### config.mk
export PLATFORM = sky130hd
export DESIGN_NAME = if_fetch_unit
export DESIGN_NICKNAME = d
export VERILOG_FILES = /design/src/rtl/rv_pkg.sv /design/src/rtl/if_inst_fifo.sv /design/src/rtl/if_fetch_unit.sv
export SDC_FILE = /design/constraint.sdc
export NUM_CORES = 1
export LEC_CHECK = 0
export CAP_MARGIN = 30
export CORE_AREA = 2 2 182 184
export CTS_CLUSTER_SIZE = 8
export DETAILED_ROUTE_END_ITERATION = 10
export DIE_AREA = 0 0 184 186
export PLACE_DENSITY = 0.76
export SLEW_MARGIN = 20
export SYNTH_ARGS = -nofsm -noshare
export SYNTH_HDL_FRONTEND = slang
export SYNTH_SLANG_ARGS = --single-unit
### constraint.sdc
create_clock -name clk -period 5.7 [get_ports clk]
set_input_delay 1.71 -clock clk [delete_from_list [all_inputs] [get_ports clk]]
set_output_delay 1.71 -clock clk [all_outputs]
set_load 0.02 [all_outputs]
### src/rtl/rv_pkg.sv
// rv_pkg: RV64 widths, opcode field slice and major opcodes shared by fetch and control.
package rv_pkg;
    localparam int XLEN    = 64;
    localparam int ILEN    = 32;
    localparam int OPC_LSB = 0;
    localparam int OPC_MSB = 6;
    localparam logic [6:0] OP     = 7'b0110011;
    localparam logic [6:0] OP_IMM = 7'b0010011;
    localparam logic [6:0] LOAD   = 7'b0000011;
    localparam logic [6:0] STORE  = 7'b0100011;
    localparam logic [6:0] BRANCH = 7'b1100011;
    localparam logic [6:0] LUI    = 7'b0110111;
    localparam logic [6:0] JAL    = 7'b1101111;
    localparam logic [6:0] JALR   = 7'b1100111;
    function automatic logic [6:0] opcode_of(input logic [ILEN-1:0] i);
        return i[OPC_MSB:OPC_LSB];
    endfunction
endpackage

### src/rtl/if_inst_fifo.sv
// if_inst_fifo: power-of-two instruction buffer with flush; empty drives zero data.
module if_inst_fifo #(
    parameter int DEPTH = 2,
    parameter int W     = 96,
    localparam int AW   = $clog2(DEPTH),
    localparam int CW   = AW + 1
) (
    input  logic          clk,
    input  logic          rst_n,
    input  logic          push,
    input  logic [W-1:0]  wdata,
    input  logic          pop,
    input  logic          flush,
    output logic [W-1:0]  rdata,
    output logic [CW-1:0] count,
    output logic          full,
    output logic          empty
);
    logic [W-1:0]  mem [DEPTH];
    logic [AW-1:0] wr_ptr, rd_ptr;
    logic          do_pop, do_push;
    always_comb begin
        empty   = count == '0;
        full    = count == CW'(DEPTH);
        do_pop  = pop && !empty;
        do_push = push && (!full || do_pop);
        rdata   = empty ? '0 : mem[rd_ptr];
    end
    always_ff @(posedge clk or negedge rst_n) begin
        if (!rst_n) begin
            wr_ptr <= '0;
            rd_ptr <= '0;
            count  <= '0;
        end else if (flush) begin
            wr_ptr <= '0;
            rd_ptr <= '0;
            count  <= '0;
        end else begin
            assert (!(push && !do_push)) else $error("if_inst_fifo: push while full");
            if (do_push) wr_ptr <= wr_ptr + AW'(1);
            if (do_pop) rd_ptr <= rd_ptr + AW'(1);
            count <= count + CW'(do_push) - CW'(do_pop);
        end
    end
    always_ff @(posedge clk) begin
        if (do_push && !flush) mem[wr_ptr] <= wdata;
    end
endmodule

### src/rtl/if_fetch_unit.sv
// if_fetch_unit: credit-limited in-order instruction fetch with redirect flush and stale-response dropping.
module if_fetch_unit
    import rv_pkg::*;
#(
    parameter int               XLEN     = rv_pkg::XLEN,
    parameter logic [XLEN-1:0]  RESET_PC = '0,
    parameter int               DEPTH    = 2
) (
    input  logic            clk,
    input  logic            rst_n,
    output logic            imem_req_valid,
    input  logic            imem_req_ready,
    output logic [XLEN-1:0] imem_req_addr,
    input  logic            imem_rsp_valid,
    input  logic [31:0]     imem_rsp_data,
    input  logic            redirect_valid,
    input  logic [XLEN-1:0] redirect_pc,
    input  logic            stall,
    output logic            inst_valid,
    output logic [31:0]     inst,
    output logic [XLEN-1:0] inst_pc,
    output logic [6:0]      opcode
);
    localparam int CW = $clog2(DEPTH) + 1;
    logic [XLEN-1:0]      fetch_pc, rsp_pc, target;
    logic [CW-1:0]        outstanding, drop_cnt, fifo_count, out_next;
    logic                 full, empty, accept, rsp_ok, keep, pop;
    logic [XLEN+ILEN-1:0] head;
    always_comb begin
        target         = redirect_pc & ~XLEN'(3);
        imem_req_valid = rst_n && !full && !redirect_valid
                         && ({1'b0, outstanding} + {1'b0, fifo_count}) < (CW+1)'(DEPTH);
        imem_req_addr  = fetch_pc;
        accept         = imem_req_valid && imem_req_ready;
        // a response with nothing outstanding can only be a leftover from before reset
        rsp_ok         = imem_rsp_valid && outstanding != '0;
        keep           = rsp_ok && drop_cnt == '0 && !redirect_valid;
        pop            = !empty && !stall && !redirect_valid;
        out_next       = outstanding + CW'(accept) - CW'(rsp_ok);
        inst_valid     = !empty;
        inst           = head[ILEN-1:0];
        inst_pc        = head[XLEN+ILEN-1:ILEN];
        opcode         = opcode_of(inst);
    end
    always_ff @(posedge clk or negedge rst_n) begin
        if (!rst_n) begin
            fetch_pc    <= RESET_PC;
            rsp_pc      <= RESET_PC;
            outstanding <= '0;
            drop_cnt    <= '0;
        end else begin
            outstanding <= out_next;
            if (redirect_valid) begin
                fetch_pc <= target;
                rsp_pc   <= target;
                drop_cnt <= out_next;
            end else begin
                if (accept) fetch_pc <= fetch_pc + XLEN'(4);
                if (keep) rsp_pc <= rsp_pc + XLEN'(4);
                if (rsp_ok && drop_cnt != '0) drop_cnt <= drop_cnt - CW'(1);
            end
        end
    end
    if_inst_fifo #(.DEPTH(DEPTH), .W(XLEN + ILEN)) u_fifo (
        .clk   (clk),
        .rst_n (rst_n),
        .push  (keep),
        .wdata ({rsp_pc, imem_rsp_data}),
        .pop   (pop),
        .flush (redirect_valid),
        .rdata (head),
        .count (fifo_count),
        .full  (full),
        .empty (empty)
    );
endmodule

# Yosys cells after proc, flatten, opt, wreduce, memory -nomap -nowiden
# Memory sizes are Yosys's and may differ from the RTL's.
# Cells that the tools add are included.
[word_totals]
mem_bits_rw = 192
memories = 1
out_inout_bits = 169
regBits = 136
[mem_list]
columns = ["name", "words", "width", "read_ports", "rd_clocked_by_memory_dff", "write_ports", "line_no", "source"]
rows = [
  ["u_fifo.mem", 2, 96, 1, 0, 1, "if_inst_fifo.sv:19", "logic [W-1:0] mem [DEPTH];"],
]
[classes]
eq_ne = 1
mux = 14
n_reduce_logical = 27
addsub = 10
n_lt_le_gt_ge = 1
[op_table]
columns = ["operator", "count"]
rows = [
  ["64-bit 2-to-1 mux", 4],
  ["64-bit by 3-bit adder with 64-bit output, second input constant", 2],
  ["96-bit 2-to-1 mux", 1],
  ["2-bit nonzero test", 7],
  ["1-bit logical AND", 13],
  ["1-bit 2-to-1 mux", 6],
  ["2-bit 2-to-1 mux", 3],
  ["2-bit by 1-bit adder with 2-bit output", 2],
  ["1-bit logical NOT", 4],
  ["2-bit logical NOT", 2],
  ["2-bit by 1-bit subtractor with 2-bit output", 2],
  ["2-bit by 2-bit adder with 3-bit output", 1],
  ["3-bit by 2-bit less-than comparator with 1-bit output, second input constant", 1],
  ["1-bit adder, second input constant", 2],
  ["2-bit == test, second input constant", 1],
  ["2-bit by 1-bit subtractor with 2-bit output, second input constant", 1],
  ["1-bit logical OR", 1],
]

# Depth between registers and ports, before layout
[depth]
depth_word = 10
mapped_depth = 15
mapped_depth_nobuf = 12

# Cells and area by module
# A second synthesis with hierarchy kept.
[hier_totals]
hier_cells = 1249
hier_area_um2 = 14929.3
[by_module_without_submodules]
columns = ["mod", "instances", "seq_area_each_um2", "area_per_inst_um2", "cells_per_inst"]
rows = [
  ["if_inst_fifo", 1, 5865.6, 7505.9, 432],
  ["if_fetch_unit", 1, 3203.1, 7423.4, 817],
]

# Worst setup path before layout
# OpenSTA, ideal clock, no wires.
[synth_path]
path_kind = "input to register"
startpoint = "in redirect_valid"
endpoint = "mem u_fifo.mem[0][0], enable pin"
t_arrival_ns = 6.486
path_slack_ns = -1.346
path_stages = 3
setup_ns = 0.560
cell_sequence = "clkbuf_1 -> a311oi_1 -> nor2b_1"
[synth_between]
elab_chain_len = 8
elab_cells_between_ends = 9
cone_classes = "mux: 2; reduce/logical: 7"
[synth_lines]
columns = ["element", "line_no", "source"]
rows = [
  ["from (decl)", "if_fetch_unit.sv:16", "input logic redirect_valid,"],
  ["1-bit logical NOT *", "if_inst_fifo.sv:46, if_fetch_unit.sv:37, if_fetch_unit.sv:38", ""],
  ["1-bit logical AND", "if_fetch_unit.sv:38", "pop = !empty && !stall && !redirect_valid;"],
  ["1-bit logical AND", "if_inst_fifo.sv:25", "do_pop = pop && !empty;"],
  ["1-bit logical OR", "if_inst_fifo.sv:26", "do_push = push && (!full || do_pop);"],
  ["1-bit logical AND", "if_inst_fifo.sv:26", ""],
  ["1-bit logical AND *", "if_inst_fifo.sv:46", "if (do_push && !flush) mem[wr_ptr] <= wdata;"],
  ["1-bit 2-to-1 mux *", "if_inst_fifo.sv:46", ""],
  ["1-bit 2-to-1 mux (implied by the code) *", "if_inst_fifo.sv:46", ""],
  ["to (decl)", "if_inst_fifo.sv:19", ""],
]
# Every way passes the cells marked *; elsewhere a longest branch is shown, timed or not.

# Final worst setup path
[layout_path]
startpoint = "in redirect_valid"
endpoint = "out imem_req_valid"
[layout_between]
elab_chain_len = 3
[layout_lines]
columns = ["element", "line_no", "source"]
rows = [
  ["1-bit logical NOT", "if_fetch_unit.sv:31", "imem_req_valid = rst_n && !full && !redirect_valid"],
  ["1-bit logical AND", "if_fetch_unit.sv:31", ""],
  ["1-bit logical AND", "if_fetch_unit.sv:32", "&& ({1'b0, outstanding} + {1'b0, fifo_count}) < (CW+1)'(DEPTH);"],
  ["to (decl)", "if_fetch_unit.sv:11", "output logic imem_req_valid,"],
]
# No other way between the ends.

==> metrics.txt <==
most frequent cells in the layout 262 x clkdlybuf4s50_1, 188 x edfxtp_1, 152 x nor2_1; # setup viols final 0; sequential share of the synthesized area 58.67%; dpl hpwl 28690 um; Max H-tree Level 2; worst hold path depth 0; Post-Synthesis Cells 1333; DR pass1 iterations 5; Worst setup startpoint redirect_valid; Post-synth EDFFs 188; Area Growth Syn to Fin 28.06%; Avg WL per Cell 20.76 um; worst path bufs/invs 2; Clk pin slew, worst setup/hold paths 50 ps; Worst Reg-to-Reg Cells 8; Initial Util 47.36%; Worst Hold Endpoint u_fifo.mem[0][95]$_DFFE_PP_; Hold/Removal Path Class flop to flop; DR vias/cell about 6.0; DR DRC count 0; Reg-to-Reg End imem_req_addr[34]$_DFFE_PN0P_; RSZ-0062 raised after global routing false; status completed; CTS tree yes; Reg-to-Reg Start outstanding[0]$_DFF_PN0_; first-pass GRT wire length 64910 um; largest net degree at the start of global routing 95; share of flip-flops with an asynchronous set or reset 41.25%; total track usage 24.38%; main flop type after synthesis edfxtp_1; Avg Cell Area, Syn 11.44 um^2; final setup TNS 0 ps; share of cells above drive strength 1 6.786%; synthesized flop and latch total 320; max_cap viols 0; FMAX 211.1 MHz; dpl cells 1952; full die area 0.03422 mm^2; clock root cell clkbuf_16; PwrDens 364.3 mW/mm^2; Period Utilization, post-route roughly 83%; clock tree buffer depth 3; # diodes 0; post-synthesis cell type count 66; initial DRC count 1088; Hold Startpoint rsp_pc[63]$_DFFE_PN0N_; crit-path cells buf_4 -> nor4b_2 -> and2_1 -> clkdlybuf4s50_1; Fin Clk Skew 25.97 ps; Crit path max-delay family buffers and inverters; global route overflow 0; nets@finish 1702; # hold bufs at CTS 0; peak supply drop 0.1899 mV; Top-Level Pins 271; chip height 186 um; vias in the first global route 11580; Crit Path Class primary input to output port; post-CTS sizing 0; clock sink total between 300 and 400; Slowest cell on crit path clkdlybuf4s50_1; CP peak stage delay 600 ps; critical path startpoint category primary input; Reg2Reg Setup Slack 2490 ps; Chip Width 184 um; PortBufs 264; fin cells 2029; row count 66; Post-CTS Setup Repair Bufs 0; vias post-DR 12130; most common cell after layout, fill and taps aside clkdlybuf4s50_1; endpoint type of the worst setup path output port; Slew Limit Fails 0; TritonCTS Buffers 45; Worst-Margin Slew 895.8 ps; pre-CTS WS 946.7 ps; Total Wirelength between 40000 and 50000 um; initial antenna violation count 0; Lkg Pwr 0.006693 uW; final setup margin around 960 ps; Core ar. 0.03221 mm^2; slew margin rel. between 40% and 50%; Post-Synthesis Cell Area 0.01525 mm^2; GPL Wtd Cong 0.9295; Final Hold Vio Count 0; final core occ 60.65%; Ys Warns 0; Worst Path Required 3990 ps; Hold WS just over 500 ps; remaining antenna violation count 0; Clk Latency, worst-skew pair around 540 ps; CP Max Fanout 28; crit path DAT 3030 ps; minimum clock period 4737 ps
-- metal layers --
layer / up-vias / global-route usage, % / routed length, um
met4: 0 / 8.352 / 1072
li1: 5554 / - / -
met2: 595 / 37.80 / 19320
met3: 83 / 4.833 / 3733
met1: 5894 / 34.41 / 18010
met5: - / 0 / 0
-- sequential cells by signal, indices dropped and copies added (netlist names) --
register	count
u_fifo.count	2
u_fifo.wr_ptr	1
u_fifo.mem	188
imem_req_addr	62
outstanding	2
u_fifo.rd_ptr	1
drop_cnt	2
rsp_pc	62
-- cells by family after synthesis --
logic type	synth area share, %
AO/OA/AOI/OAI	8.925
adder cells (fa/ha/maj)	0.7055
buffers and inverters	2.822
flip-flops	58.67
multiplexers	6.956
AND/OR/NAND/NOR	19.14
other	0.02459
XOR/XNOR	2.756
-- metrics by stage --
| step | total power [uW] | area (um^2) |
|---|---|---|
| 5_1_grt | 7414 | 19530 |
| 4_1_cts | 7159 | 19510 |
| 3_3_place_gp | 4702 | 18260 |
| 3_5_place_dp | 4740 | 18260 |
| 2_1_floorplan | 3928 | 15270 |
| 6_report | 7116 | 19530 |
-- layout make-up --
| type | count | area (um^2) |
|---|---|---|
| timing repair buffer | 284 | 2825 |
| tap | 408 | 510.5 |
| sequential | 320 | 8952 |
| clock buffer | 74 | 1235 |
| multi-input combinational | 917 | 5902 |
| clock inverter | 2 | 17.52 |
| inverter | 24 | 90.09 |
| fill | 2522 | 12670 |
-- report_power, final --
part           internal (uW)  switching [uW]
registers               2710             271
logic                    757             977
clock network           1460             945
total                   4920            2190
-- how the worst max path moves through the flow --
| stage | depth (start not counted) | to |
|---|---|---|
| after global routing | 5 | inst_pc[40] |
| after global placement | 4 | imem_req_valid |
| after floorplan | 3 | u_fifo.mem[0][0]$_DFFE_PP_ |
| after CTS | 4 | inst[3] |
| final | 4 | imem_req_valid |
| after detailed placement | 4 | imem_req_valid |
-- worst reg2reg max path, cell delays in order (launching register included) --
cell and delay (ps):
dfrtp_1 430, and2_1 200, fa_1 460, nor4b_2 290
and3_1 400, buf_4 450, nand3_1 190, nor4_1 280
mux2_2 380
-- synthesized netlist by cell type (15+ instances only) --
library cell	instances	share of area, %
nor2_1	153	3.8
nor3_1	21	0.69
xor2_1	29	1.7
edfxtp_1	188	37
mux2i_1	97	6.4
or3_1	26	1.1
nor4_1	16	0.66
a31oi_1	28	1.1
dfrtp_1	132	22
xnor2_1	19	1.1
nand4_1	55	2.3
nand3_1	79	2.6
o311ai_0	18	1.0
or4_1	20	0.98
clkbuf_1	42	1.0
inv_1	22	0.54
o211ai_1	35	1.7
buf_1	15	0.37
nand2_1	105	2.6
o21ai_0	66	2.2
No activity file was read; power rests on OpenSTA's default activity.
